$ cat src/rtl/cc_pkg.sv
//------------------------------------------------------------------------------
// cc_pkg : condition-code bit indices, reset value and pipeline entry record
// Rev 1.0 - initial release
//------------------------------------------------------------------------------
`default_nettype none

package cc_pkg;

  localparam int CC_N = 3;
  localparam int CC_Z = 2;
  localparam int CC_C = 1;
  localparam int CC_V = 0;

  localparam logic [3:0] CC_RESET = 4'b0000;

  typedef struct packed {
    logic       valid;
    logic [3:0] flags;
  } flag_entry_t;

endpackage

`default_nettype wire

$ cat src/rtl/flag_gen.sv
//------------------------------------------------------------------------------
// flag_gen : combinational N/Z/C/V generation from the EX-stage ALU result
// Rev 1.0 - initial release
//------------------------------------------------------------------------------
`default_nettype none

module flag_gen
  import cc_pkg::*;
(
  input  logic [31:0] i_result,
  input  logic        i_logic_op,
  input  logic        i_alu_c,
  input  logic        i_alu_v,
  input  logic        i_shift_c,
  input  logic        i_base_v,
  output logic [3:0]  o_flags
);

  // Logical ops take carry from the shifter and leave V as it already stands.
  always_comb begin
    o_flags       = CC_RESET;
    o_flags[CC_N] = i_result[31];
    o_flags[CC_Z] = (i_result == 32'd0);
    o_flags[CC_C] = i_logic_op ? i_shift_c : i_alu_c;
    o_flags[CC_V] = i_logic_op ? i_base_v  : i_alu_v;
  end

endmodule

`default_nettype wire

$ cat src/rtl/flag_pipeline.sv
//------------------------------------------------------------------------------
// flag_pipeline : MEM/WB flag latches, WB commit and youngest-first forwarding
// Rev 1.0 - initial release
//------------------------------------------------------------------------------
`default_nettype none

module flag_pipeline
  import cc_pkg::*;
(
  input  logic        clk,
  input  logic        reset_n,
  input  logic        EX_valid,
  input  logic        EX_S,
  input  logic        EX_logic,
  input  logic [31:0] ALU_result,
  input  logic        ALU_C,
  input  logic        ALU_V,
  input  logic        Shift_C,
  input  logic        stall,
  input  logic        flush,
  output logic [3:0]  CC_out,
  output logic [3:0]  CC_commit,
  output logic        flags_pending
);

  flag_entry_t r_mem;
  flag_entry_t r_wb;
  logic [3:0]  r_cc_commit;

  logic [3:0]  w_base;
  logic [3:0]  w_ex_flags;
  logic        w_ex_live;

  // Gating with reset_n keeps CC_out at the reset value while reset is held.
  assign w_ex_live = EX_valid & EX_S & ~flush & reset_n;

  always_comb begin
    w_base = r_cc_commit;
    if (r_mem.valid)
      w_base = r_mem.flags;
    else if (r_wb.valid)
      w_base = r_wb.flags;
  end

  flag_gen u_flag_gen (
    .i_result   (ALU_result),
    .i_logic_op (EX_logic),
    .i_alu_c    (ALU_C),
    .i_alu_v    (ALU_V),
    .i_shift_c  (Shift_C),
    .i_base_v   (w_base[CC_V]),
    .o_flags    (w_ex_flags)
  );

  // Flush beats stall; the WB entry predates the fault and still commits.
  always_ff @(posedge clk or negedge reset_n) begin
    if (!reset_n) begin
      r_mem       <= '0;
      r_wb        <= '0;
      r_cc_commit <= CC_RESET;
    end else if (flush) begin
      r_mem.valid <= 1'b0;
      r_wb.valid  <= 1'b0;
      if (r_wb.valid)
        r_cc_commit <= r_wb.flags;
    end else if (!stall) begin
      r_mem <= {w_ex_live, w_ex_flags};
      r_wb  <= r_mem;
      if (r_wb.valid)
        r_cc_commit <= r_wb.flags;
    end
  end

  assign CC_out        = w_ex_live ? w_ex_flags : w_base;
  assign CC_commit     = r_cc_commit;
  assign flags_pending = r_mem.valid | r_wb.valid;

endmodule

`default_nettype wire

$ cat config.mk
export PLATFORM = sky130hd
export DESIGN_NAME = flag_pipeline
export DESIGN_NICKNAME = d
export VERILOG_FILES = /design/src/rtl/cc_pkg.sv /design/src/rtl/flag_gen.sv /design/src/rtl/flag_pipeline.sv
export SDC_FILE = /design/constraint.sdc
export NUM_CORES = 1
export LEC_CHECK = 0
export BUFFER_PORTS_ARGS = -buffer_cell sky130_fd_sc_hd__buf_2
export CORE_MARGIN = 1
export CORE_UTILIZATION = 41
export DETAILED_ROUTE_END_ITERATION = 10
export PLACE_DENSITY = 0.8
export SETUP_SLACK_MARGIN = 0.5
export SLEW_MARGIN = 20
export SYNTH_ARGS = -nofsm -noshare
export SYNTH_HDL_FRONTEND = slang
export SYNTH_SLANG_ARGS = --single-unit
export TNS_END_PERCENT = 50
$ cat constraint.sdc
create_clock -name clk -period 1.4 [get_ports clk]
set_input_delay 0.14 -clock clk [delete_from_list [all_inputs] [get_ports clk]]
set_output_delay 0.14 -clock clk [all_outputs]
set_load 0.05 [all_outputs]
==> results_dict.tcl <==
set metrics [dict create \
    worst_pin_slew_ps 256.2 \
    path_max_fanout 3 \
    path_class "reg -> out" \
    firstDrtPassIters 4 \
    vias 848 \
    min_period_ps 1668 \
    place_area_sq_um 1191 \
    dp_cells 156 \
    clk_latency_ps 280 \
    grt_pass1_wl_um 3995 \
    finalSetupViolations 4 \
    drive_gt1_share_pct 72.99 \
    status "finished with violations" \
    violations "negative setup slack" \
    wl_per_cell_um 14.97 \
    synth_top_flop_cell "dfrtp_1" \
    worstPathArrival_ps 1530 \
    avgSynthCellArea_sq_um 11.23 \
    cp-end-kind "output pin" \
    p_per_area_nw_per_um2 975.6 \
    final_area_sq_um 1424 \
    hpwl_um 1768 \
    fin_nets 180 \
    antenna_found_initial 0 \
    synth_nets 115 \
    final_common_cell "buf_2" \
    grt_max_degree 15 \
    p_int_w 0.0008995 \
    slowest_delay_ps 380 \
    path_buf_inv 1 \
    p_seq_share_pct 37.6 \
    crit_slowest_cell "dfrtp_1" \
    initial_core_util_pct 45.49 \
    grt_usage_pct 25.75 \
    clkTransAtPathRegs_ps 90 \
    dieArea_sq_um 2182 \
    drc 0 \
    setup_ws_ps -268.3 \
    post-route-util_pct 79.03 \
    cap_violations 0 \
    critPathTopFamily "flip-flops" \
    finalWirelength_um 2425 \
    area_delta_synth_final_pct 73.74 \
    finalCritPeriodShare_pct 119.2 \
    ioPinCount 51 \
    ys_seq_area_share_pct 42.75 \
    switching_power_w 0.0004897 \
    worst_hold_slack_ps 152.2 \
    synth_cell_type_count 26 \
    dp_worst_setup_slack_ps -23.22 \
    yosys_warnings 0 \
    io_buffers 50 \
    globalRouteOverflowTotal 0 \
    synth_top_area_share_pct 42.75 \
    p_sw_share_pct 35.25 \
    instances_no_fill 162 \
    num_rows 15 \
    cts.sinks 14 \
    rsz0062_at_grt "true" \
    maxSlewHeadroom_pct 82.85 \
    maxSlewViolCount 0 \
    p_comb_share_pct 41.9 \
    ys_async_sr_fraction_pct 100.0 \
    dieHeight_um 46.71 \
    h-tree-depth 1 \
    diodes 0 \
    synth_seq_cells 14 \
    synth_edf_count 0 \
    critical_path.startpoint_type "flip-flop" \
    netlist.top_cell.by_area "dfrtp_1" \
    netlist_instances 73 \
    required_ps 1260 \
    grt_pass1_vias 954 \
    fmaxAchievable_mhz 599.4 \
    die_w_um 46.71 \
    drt_iter0_markers 12 \
    peakVddDrop_v 0.0008244 \
    via_per_inst 5.235 \
    antenna_left 0 \
    synth.top_cells.by_area "dfrtp_1 43%, mux2_2 16%, mux2i_1 6.1%, nor4_2 6.1%, nor4_1 3.1%" \
    cts_buffers 3 \
    hold_viol_final 0 \
    p_leak_nw 0.6726 \
    clock-root-buffer "clkbuf_4" \
    pwr-share-clk_pct 20.5 \
    skew_ps 7.749 \
    hold_path_class "in -> reg" \
    syn_area_sq_um 819.5 \
    layout_common_cells "40 x buf_2, 10 x buf_4, 9 x dfrtp_1" \
    core_sq_um 1802 \
    cts_tree "yes" \
    clock_path_buffers 2 \
    cp_cell_sequence "mux2_2, o211ai_1, o31ai_4, buf_6" \
    globalplace.congestion 0.7617 \
]
-- power groups by stage --
stage	Sequential, W	Combinational (W)	Clock, W
after floorplan	0.000588	0.000236	0
after global placement	0.000510	0.000458	0
after detailed placement	0.000516	0.000469	0
after CTS	0.000520	0.000576	0.000296
after global routing	0.000530	0.000615	0.000306
final	0.000522	0.000583	0.000284
-- kinds of logic after synthesis --
kind of cell	share of synthesized area (%)
AND/OR/NAND/NOR	20.15
buffers and inverters	3.358
multiplexers	22.60
flip-flops	42.75
AO/OA/AOI/OAI	11.15
-- per-stage QoR --
stage | power (W) | setup TNS [ps]
floorplan | 0.0008232 | 0
global placement | 0.0009684 | -9.194
detailed placement | 0.0009842 | -23.22
CTS | 0.001392 | -1016
global route | 0.001450 | -1319
finish | 0.001389 | -957.5
-- Yosys cell counts (all sizes together) (2+ instances only) --
cell type	count
a21oi	2
buf	2
dfrtp	14
inv	4
mux2	12
mux2i	5
nand2	2
nand4	2
nor2	5
nor4	8
o21ai	6
-- layer usage --
metal	routed length, um	share of wire [%]	global-route usage [%]	vias to the layer above
met5	0	0	0	-
met4	34	1.4	7.429	0
met3	51	2.1	5.098	4
met2	1356	56	48.33	20
met1	982	40	29.10	419
li1	-	-	-	405
-- layout make-up --
type / count / area (sq um)
timing repair buffer: 62 / 427.9
inverter: 4 / 15.01
fill: 132 / 377.9
multi-input combinational: 53 / 556.8
tap: 25 / 31.28
sequential: 14 / 356.6
clock buffer: 4 / 36.28
-- worst paths after layout --
check	startpoint	to	slack [ps]	cells after the start
min in group asynchronous	reset_n	r_wb[4]$_DFFE_PN0P_	390	3
max in group asynchronous	reset_n	CC_commit[1]$_DFFE_PN0P_	820	3
hold / removal	stall	r_mem[4]$_DFFE_PN0P_	150	2
setup reg to reg	r_wb[4]$_DFFE_PN0P_	CC_commit[2]$_DFFE_PN0P_	260	3
hold reg to reg	r_mem[3]$_DFFE_PN0P_	r_mem[3]$_DFFE_PN0P_	530	1
setup / recovery	r_wb[4]$_DFFE_PN0P_	CC_out[2]	-270	4
-- what timing repair did --
item,CTS,global route
endpoints found under the hold margin,14,0
buffers inserted,1,0
endpoints found under the setup margin,16,17
pin swaps,7,7
gates resized for setup,39,5
gates cloned,0,0
hold buffers,1,0
-- state kept, by name, summed over array words and instances (netlist names) --
signal	cells
CC_commit	4
r_mem	5
r_wb	5
(Power assumes the default switching activity.)
